<file path="src/rtl/ex_mem_pipe_reg.sv">
// EX/MEM pipeline register: captures the EX result, store data and control bundle,
// with stall hold, flush bubble and a sticky HLT freeze for the MEM stage.
//
// state   | meaning
// --------+-----------------------------------------------------------
// RUN     | normal operation: load, stall or flush each cycle
// HALTED  | a HLT has been captured; every register frozen until reset
module ex_mem_pipe_reg #(
  parameter int DW = 16,
  parameter int RW = 4
) (
  input  logic          clk,
  input  logic          rst_n,
  input  logic          stall,
  input  logic          flush,
  input  logic          id_ex_valid,
  input  logic          id_ex_regwrite,
  input  logic          id_ex_memread,
  input  logic          id_ex_memwrite,
  input  logic          id_ex_memtoreg,
  input  logic          id_ex_halt,
  input  logic [RW-1:0] id_ex_rd,
  input  logic [RW-1:0] id_ex_rs,
  input  logic [RW-1:0] id_ex_rt,
  input  logic [DW-1:0] ex_alu_result,
  input  logic [DW-1:0] ex_store_data,
  input  logic [DW-1:0] ex_pc_plus2,
  output logic          EX_MEM_valid,
  output logic          EX_MEM_regwrite,
  output logic          EX_MEM_memread,
  output logic          EX_MEM_memwrite,
  output logic          EX_MEM_memtoreg,
  output logic          EX_MEM_halt,
  output logic [RW-1:0] EX_MEM_rd,
  output logic [RW-1:0] EX_MEM_rs,
  output logic [RW-1:0] EX_MEM_rt,
  output logic [DW-1:0] EX_MEM_alu_result,
  output logic [DW-1:0] EX_MEM_store_data,
  output logic [DW-1:0] EX_MEM_pc_plus2,
  output logic          EX_MEM_fwd_valid,
  output logic          halted
);

  typedef enum logic {RUN = 1'b0, HALTED = 1'b1} state_t;

  state_t state_q, state_d;

  logic          valid_q, regwrite_q, memread_q, memwrite_q, memtoreg_q, halt_q, fwd_valid_q;
  logic [RW-1:0] rd_q, rs_q, rt_q;
  logic [DW-1:0] alu_result_q, store_data_q, pc_plus2_q;

  logic          load_en;
  logic          fwd_valid_d;

  assign load_en     = (state_q == RUN) && !flush && !stall;
  assign fwd_valid_d = id_ex_valid && id_ex_regwrite && (id_ex_rd != '0);

  always_comb begin
    state_d = state_q;
    case (state_q)
      RUN:     if (load_en && id_ex_valid && id_ex_halt) state_d = HALTED;
      HALTED:  state_d = HALTED;
      default: state_d = RUN;
    endcase
  end

  always_ff @(posedge clk) begin
    if (!rst_n) state_q <= RUN;
    else        state_q <= state_d;
  end

  always_ff @(posedge clk) begin
    if (!rst_n) begin
      valid_q      <= 1'b0;
      regwrite_q   <= 1'b0;
      memread_q    <= 1'b0;
      memwrite_q   <= 1'b0;
      memtoreg_q   <= 1'b0;
      halt_q       <= 1'b0;
      fwd_valid_q  <= 1'b0;
      rd_q         <= '0;
      rs_q         <= '0;
      rt_q         <= '0;
      alu_result_q <= '0;
      store_data_q <= '0;
      pc_plus2_q   <= '0;
    end else if (state_q == HALTED) begin
      // frozen: EX_MEM_halt must keep showing the HLT downstream
    end else if (flush) begin
      valid_q     <= 1'b0;
      regwrite_q  <= 1'b0;
      memread_q   <= 1'b0;
      memwrite_q  <= 1'b0;
      memtoreg_q  <= 1'b0;
      halt_q      <= 1'b0;
      fwd_valid_q <= 1'b0;
    end else if (!stall) begin
      // bubbles still carry data/specifiers, but never side-effecting control
      valid_q      <= id_ex_valid;
      regwrite_q   <= id_ex_valid & id_ex_regwrite;
      memread_q    <= id_ex_valid & id_ex_memread;
      memwrite_q   <= id_ex_valid & id_ex_memwrite;
      memtoreg_q   <= id_ex_memtoreg;
      halt_q       <= id_ex_valid & id_ex_halt;
      fwd_valid_q  <= fwd_valid_d;
      rd_q         <= id_ex_rd;
      rs_q         <= id_ex_rs;
      rt_q         <= id_ex_rt;
      alu_result_q <= ex_alu_result;
      store_data_q <= ex_store_data;
      pc_plus2_q   <= ex_pc_plus2;
    end
  end

  assign EX_MEM_valid      = valid_q;
  assign EX_MEM_regwrite   = regwrite_q;
  assign EX_MEM_memread    = memread_q;
  assign EX_MEM_memwrite   = memwrite_q;
  assign EX_MEM_memtoreg   = memtoreg_q;
  assign EX_MEM_halt       = halt_q;
  assign EX_MEM_rd         = rd_q;
  assign EX_MEM_rs         = rs_q;
  assign EX_MEM_rt         = rt_q;
  assign EX_MEM_alu_result = alu_result_q;
  assign EX_MEM_store_data = store_data_q;
  assign EX_MEM_pc_plus2   = pc_plus2_q;
  assign EX_MEM_fwd_valid  = fwd_valid_q;
  assign halted            = (state_q == HALTED);

endmodule
</file>
<file path="config.mk">
export PLATFORM = sky130hd
export DESIGN_NAME = ex_mem_pipe_reg
export DESIGN_NICKNAME = d
export VERILOG_FILES = /design/src/rtl/ex_mem_pipe_reg.sv
export SDC_FILE = /design/constraint.sdc
export NUM_CORES = 1
export LEC_CHECK = 0
export ABC_AREA = 1
export BUFFER_PORTS_ARGS = -buffer_cell sky130_fd_sc_hd__buf_2
export CORE_ASPECT_RATIO = 1.5
export CORE_MARGIN = 4
export CORE_UTILIZATION = 43
export CTS_CLUSTER_DIAMETER = 150
export DETAILED_ROUTE_END_ITERATION = 10
export GPL_ROUTABILITY_DRIVEN = 0
export PLACE_DENSITY = 0.79
export SLEW_MARGIN = 0
export SYNTH_ARGS = -nofsm -noshare
export SYNTH_HDL_FRONTEND = slang
export SYNTH_SLANG_ARGS = --single-unit
export TNS_END_PERCENT = 1
</file>
<file path="constraint.sdc">
create_clock -name clk -period 1.3 [get_ports clk]
set_input_delay 0.325 -clock clk [delete_from_list [all_inputs] [get_ports clk]]
set_output_delay 0.325 -clock clk [all_outputs]
set_load 0.1 [all_outputs]
</file>
; After elaboration in Yosys (flattened, before gate mapping)
; Cells that the tools add are included.
; Widths: inputs -> output; s select.
[word_totals]
ff_bits = 68
[op_classes]
bitwise_logic = 7
eq_ne = 1
reduce_logical = 11
muxes = 16
[ops]
columns = operator, n
row1 = $mux 1, 15
row2 = $logic_and 1x1->1, 6
row3 = $and 1x1->1, 4
row4 = $reduce_bool 4->1, 1
row5 = $not 1->1, 3
row6 = $reduce_and 3->1, 1
row7 = $logic_not 1->1, 2
row8 = $ne 2x1->1 const B, 1
row9 = $pmux 1 s2, 1
row10 = $reduce_and 2->1, 1

; Depth between registers and ports, before layout
; Gate-level depths: netlist of run 1.
[logic_depth]
depth_word = 7
ltp_mapped = 6
mapped_depth_nobuf = 5

; Least setup slack after synthesis of run 1
; Ideal clock, no wire load.
[synth_path]
kind = register to register
start = register state_q (netlist: halted)
end = register fwd_valid_q (netlist: EX_MEM_fwd_valid)
period_less_slack_ns = 1.732
stages_incl_launch_ff = 5
arrival_ns = 1.662
path_buffers = 0
setup_time_ns = 0.070
required_ns = 1.230
slack_ns = -0.432
path_cell_list = dfxtp_1 inv_1 o21ai_1 nand2_1 a21oi_1
[synth_between]
elab_chain_len = 2
[synth_rtl]
columns = element, line
row1 = from (decl), 46  ; state_t state_q, state_d;
row2 = from (signal assigned), 69  ; else state_q <= state_d;
row3 = $not 1->1 (no source line), -
row4 = $reduce_and 2->1 (no source line), -
row5 = to (signal assigned), 105  ; fwd_valid_q <= fwd_valid_d;
row6 = to (decl), 48  ; logic valid_q, regwrite_q, memread_q, memwrite_q, memtoreg_q, halt_q, fwd_valid_q;
; Every way passes these cells.
; A chain may end at the register's enable or synchronous reset.

; Worst setup path in the final report of run 1
[layout_path]
start = register state_q (netlist: halted)
end = register store_data_q[9] (netlist: EX_MEM_store_data[9])
[layout_between]
elab_chain_len = 2
[layout_rtl]
columns = element, line
row1 = $not 1->1 (no source line), -
row2 = $reduce_and 3->1 (no source line), -
row3 = to (signal assigned), 110  ; store_data_q <= ex_store_data;
row4 = to (decl), 50  ; logic [DW-1:0] alu_result_q, store_data_q, pc_plus2_q;
; Every way passes these cells.

==> summary.md, run 1 <==
| Metric | Value |
|---|---|
| Status | completed |
| Clock buffer depth | 2 |
| Synthesis warning total | 0 |
| Initial antenna violation count | 0 |
| Initial Utilization | about 44% |
| Nets@finish | 513 |
| Mapped cell area | ~0.0024 sq mm |
| Die ar. | ~0.0069 sq mm |
| Worst slew pin tran | ~0.25 ns |
| Layout cells sized above 1 | 37.1% |
| TritonCTS clock tree | yes |
| Met3 Track Usage GR | under 10% |
| GR peak layer | met2 |
| Final setup fails | 0 |
| First-pass GRT wire length | between 10000 and 15000 microns |
| Die width | approximately 69 microns |
| Xor and xnor area share after synthesis | 0% |
| Clk pin slew, worst setup/hold paths | roughly 0.080 ns |
| CP Data Arrival Time | approximately 1.5 ns |
| Max_cap viols | 0 |
| RSZ-0062 raised after global routing | true |
| Simple-gate area share of the yosys netlist | roughly 23% |
| TritonRoute pass-1 iters | 5 |
| Pleak | roughly 0.0019 uW |
| Cts bufs inserted | 9 |
| Fin util | around four fifths |
| WHS | 0.246 ns |
| Area Overhead vs Synth | 83.4% |
| Gate Count Post-Synth | approximately 300 |
| Core area | 0.00545 sq mm |
| Post-Place Worst Slack | -0.0311 ns |
| Met1 Use GR | 22.2% |
| Die height | 99.6 microns |
| Yosys cell types | 16 |
| Fillcell total | about 350 |
| Main combinational cell family by area after synthesis | simple AND/OR/NAND/NOR gates |
| R2R Path Start | halted |
| Final min period | approximately 1.3 ns |
| PostCTS Resize Cnt | 0 |
| Routed Wire Length | roughly 8000 microns |
| Setup_tns | 0 ns |
| Compound-cell area share of the yosys netlist | 14.3% |
| Clock Skew | approximately 0.0066 ns |
| DRC viols | 0 |
| Vias | approximately 2600 |
| Final Power | ~6200 uW |
| Vias in the first global route | approximately 2700 |
| Overall Global Routing Usage | a little under a quarter |
| Fmax | ~790 MHz |
| Syn_nets | 374 |
| Syn Area/Cell | 7.92 sq um |
| Hpwl dp | 6090 microns |
| 1st-iter DRT viols | 95 |
| Hold Crit Class | in2reg |
| Adder-Cell Fraction of Synth Area | 0% |
| ANT nets after route | 0 |
| Largest net degree at the start of global routing | 62 |
| Antenna Cells | 0 |
| Root buffer cell | clkbuf_8 |
| Worst Setup Start Kind | flip-flop |
| Synth Register Bits | 68 |
| # Post-CTS Setup Buffers | 0 |
| Final Slew Violations | 0 |
| M2 GR Usage | between 40 and 50% |
| Relative slew slack | between 80 and 90% |
| Number of top-level pins | around 140 |
| Period utilisation layout | 97.9% |
| CTS H-tree lvls | 3 |
| Sequential fraction of the synthesis area | 56.5% |
| PD cells | about 1400 mW/mm^2 |
| Hold_sp | ex_alu_result[15] |
| Clock Latency Late Sink | 0.33 ns |
| # hold bufs at CTS | 0 |
| IO buf count | ~140 |
| Vias per cell | 5.08 |
| Rows | 33 |
| CTS sink cnt | 68 |
| Hold Vio Cnt, Final | 0 |
| Proportion of synthesized area in mux cells | 0% |
| Total grt overflow | 0 |
| Worst Path Max Fanout | 20 |
| Crit path from | halted |
| Maximum vdd drop | around 0.0012 V |
| Critical Path RT | roughly 1.5 ns |
| Avg WL per Cell | approximately 15 microns |
| Kind of critical path | reg2reg |
| PnR worst setup slack | around 0.027 ns |
| Endpoint class of the critical path | flip-flop |
cells in the mapped netlist, drive strengths merged:
library cell,number,share of area [%]
clkbuf,6,0.94
inv,5,0.88
nor2,124,20
nand2,16,2.6
buf,12,4.1
nand4,3,0.78
dfxtp,68,57
a21oi,8,1.7
nand3,1,0.21
o21ai,61,13
metrics by stage:
step                instances  instance area (sq um)
global placement          502                   4200
floorplan                 304                   2410
finish                    518                   4410
CTS                       518                   4410
detailed placement        502                   4200
global route              518                   4410
sequential cells by signal (all words and copies together), names as in the netlist:
| name | flops |
|---|---|
| EX_MEM_alu_result | 16 |
| EX_MEM_pc_plus2 | 16 |
| EX_MEM_store_data | 16 |
| EX_MEM_rd | 4 |
| EX_MEM_rs | 4 |
| EX_MEM_rt | 4 |
| EX_MEM_fwd_valid | 1 |
| EX_MEM_halt | 1 |
| EX_MEM_memread | 1 |
| EX_MEM_memtoreg | 1 |
| EX_MEM_memwrite | 1 |
| EX_MEM_regwrite | 1 |
| EX_MEM_valid | 1 |
| halted | 1 |
cell families after synthesis:
family / count (synthesis)
buffers and inverters: 23
and+or+nand+nor: 144
AOI/OAI and AO/OA: 69
DFF: 68
final timing paths:
kind	to	slack (ns)	cells past startpoint
worst max-delay path	EX_MEM_store_data[9]	0.03	5
worst min-delay path	EX_MEM_alu_result[15]	0.25	3
worst max register to register	EX_MEM_store_data[9]	0.03	5
worst min register to register	EX_MEM_halt	0.51	2
area by class of cell:
type                       instances  area, sq um  area share [%]
clock inverter                     4         45.0            1.02
inverter                           5         21.3           0.482
timing repair buffer             146         1820            41.3
sequential                        68         1370            30.9
multi-input combinational        213          905            20.5
tap                               70         87.6            1.98
clock buffer                      12          166            3.77
critical path: stages, from the launching register on:
cell	delay, ns
dfxtp_4	0.37
nor2_4	0.14
nand2_2	0.13
buf_4	0.22
o21ai_0	0.22
nor2_1	0.07
routing by layer:
| metal | part of all wire (%) | up-vias |
|---|---|---|
| li1 | - | 1252 |
| met1 | 33 | 1231 |
| met2 | 57 | 120 |
| met3 | 5.8 | 26 |
| met4 | 4.1 | 0 |
| met5 | 0 | - |
layout by cell type, fill, tap and decap left out, drive strengths merged:
cell type | Yosys | routed
o21ai | 61 | 61
dfxtp | 68 | 68
clkbuf | 6 | 12
nand3 | 1 | 1
clkinv | 0 | 3
nor2 | 124 | 124
buf | 12 | 146
bufinv | 0 | 1
a21oi | 8 | 8
nand4 | 3 | 3
inv | 5 | 5
nand2 | 16 | 16
report_power, final:
| group | internal (uW) | leakage, uW | switching [uW] |
|---|---|---|---|
| Combinational | 713 | 0.00124 | 1320 |
| Sequential | 2220 | 0.000560 | 149 |
| Clock | 1050 | 0.000111 | 762 |
Note: power is estimated with default switching activity, not from simulation.
==> inputs of run 2 (changes only) <==
CORE_UTILIZATION = 45   (was 43)
CTS_BUF_LIST = sky130_fd_sc_hd__clkbuf_8   (was default)
PLACE_DENSITY = 0.82   (was 0.79)
==> run 2 against run 1 <==
Net effect:
- hold slack got worse by 0.011 ns
- first-iteration DRC count grew 7.4%
- total power shrank 3.9%
- non-clock buffer count did not move
- critical path depth increased by 1
- worst setup slack better by 0.0055 ns
- core utilization up 4.1 points
- highest routed layer unchanged
==> summary.md, run 2 (synthesis gave the netlist of run 1 again) <==
| Metric | Value |
|---|---|
| Largest net degree at the start of global routing | between 40 and 50 |
| R2R depth | 6 |
| Layout cells sized above 1 | approximately 37% |
| Max_cap viols | 0 |
| Post-Place Worst Slack | ~0.007 ns |
| Worst Setup Start Kind | flip-flop |
| First-pass GRT wire length | around 13000 microns |
| Number of top-level pins | between 100 and 150 |
| CTS sink cnt | 68 |
| Hpwl dp | ~6400 microns |
| PD cells | about 1400 mW/mm^2 |
| Die ar. | 0.00661 sq mm |
| Fmax | 789 MHz |
| Hold Crit Class | in2reg |
| Nets@finish | about 510 |
| Register area | between 0.001 and 0.0015 sq mm |
| Fillcell total | between 200 and 300 |
| Clock buffer depth | 2 |
| Cts bufs inserted | 9 |
| RSZ-0062 raised after global routing | true |
| Die height | 97.6 microns |
| Rows | 32 |
| Commonest non-fill, non-tap cells in the layout | nor2_1, buf_12, buf_2 |
| Avg WL per Cell | between 15 and 20 microns |
| CP Data Arrival Time | approximately 1.5 ns |
| Area Overhead vs Synth | 82.6% |
| Worst hold path depth | 3 |
| Clock Latency Late Sink | approximately 0.33 ns |
| Maximum vdd drop | between 0.001 and 0.0015 V |
| Clock Skew | approximately 0.0068 ns |
| Worst Path Max Fanout | 18 |
| Initial Utilization | a little under half |
| Vias in the first global route | about 2600 |
| 1st-iter DRT viols | ~100 |
| Core area | 0.00516 sq mm |
| Total grt overflow | 0 |
| Antenna Cells | 0 |
| Vias per cell | a little under 5 |
| Final Slew Violations | 0 |
| Root buffer cell | clkbuf_8 |
| Overall Global Routing Usage | around a quarter |
| Initial antenna violation count | 0 |
| ANT nets after route | 0 |
| DRC viols | 0 |
| Kind of critical path | reg2reg |
| Worst slew pin tran | between 0.2 and 0.25 ns |
| TritonRoute pass-1 iters | 4 |
| Placement-stage cell area | 0.00421 sq mm |
| Clk pin slew, worst setup/hold paths | 0.07 ns |
| Final setup fails | 0 |
| Die width | between 60 and 70 microns |
| Finished Cell Area | 0.00440 sq mm |
| Period utilisation layout | between 90% and 100% |
| Critical Path RT | between 1.5 and 2 ns |
| WHS | about 0.24 ns |
| TritonCTS clock tree | yes |
| Routed Wire Length | 8180 microns |
| PnR worst setup slack | between 0.03 and 0.04 ns |
| Multi-input gate area | slightly above 900 sq um |
| Relative slew slack | ~84% |
| CTS H-tree lvls | 3 |
| Vias | around 2500 |
| Status | completed |
| Final min period | 1.27 ns |
| Pleak | between 0.0015 and 0.002 uW |
| IO buf count | ~140 |
| Endpoint class of the critical path | flip-flop |
| Hold Vio Cnt, Final | 0 |
| Commonest non-fill, non-tap cell in the layout | nor2_1 |
[run 2: repair_timing]
| action | in CTS | in global routing |
|---|---|---|
| hold buffers | 0 | 0 |
| buffers inserted | 0 | 0 |
| setup endpoints to repair | 0 | 4 |
| resized for setup | 0 | 3 |
[run 2: area by class of cell]
class                   instances  area share (%)
repair buffers                146            41.8
flip-flops and latches         68            31.1
multi-input cells             213            20.6
clock buffers                  12            3.76
well taps                      68            1.94
inverters                       5           0.484
clock inverters                 4           0.370
[run 2: metal layers]
layer	routed length, microns	vias to the layer above	part of all wire (%)	global-route usage [%]
li1	-	1253	-	-
met1	2700	1128	33	24.9
met2	4510	127	55	46.0
met3	603	26	7.4	8.33
met4	367	0	4.5	15.9
met5	0	-	0	0
[run 2: worst max-delay path: stages, from the launching register on]
cell and delay [ns]:
dfxtp_4 0.37, nor2_4 0.13, nand2_2 0.11, inv_4 0.18, buf_12 0.17, nor2_1 0.05
nor2_1 0.16
[run 2: final timing paths]
check | startpoint | to | slack (ns)
setup / recovery | halted | EX_MEM_alu_result[3] | 0.03
hold / removal | id_ex_memtoreg | EX_MEM_memtoreg | 0.24
setup reg to reg | halted | EX_MEM_alu_result[3] | 0.03
hold reg to reg | EX_MEM_regwrite | EX_MEM_regwrite | 0.50
[run 2: through the flow]
| step | utilization (%) | std cells | setup TNS, ns | power, uW |
|---|---|---|---|---|
| after floorplan | - | 304 | 0 | 3600 |
| after global placement | 81.6 | 500 | 0 | 4400 |
| after detailed placement | 81.6 | 500 | 0 | 4460 |
| after CTS | 85.1 | 516 | 0 | 5990 |
| after global routing | 85.1 | 516 | -0.0180 | 6180 |
| final | 85.1 | 516 | 0 | 5960 |
[run 2: power breakdown]
| group | total [uW] | leakage (uW) | internal [uW] | switching, uW |
|---|---|---|---|---|
| Combinational | 2040 | 0.00125 | 717 | 1320 |
| Sequential | 2370 | 0.000561 | 2220 | 149 |
| Clock | 1550 | 0.000106 | 825 | 725 |
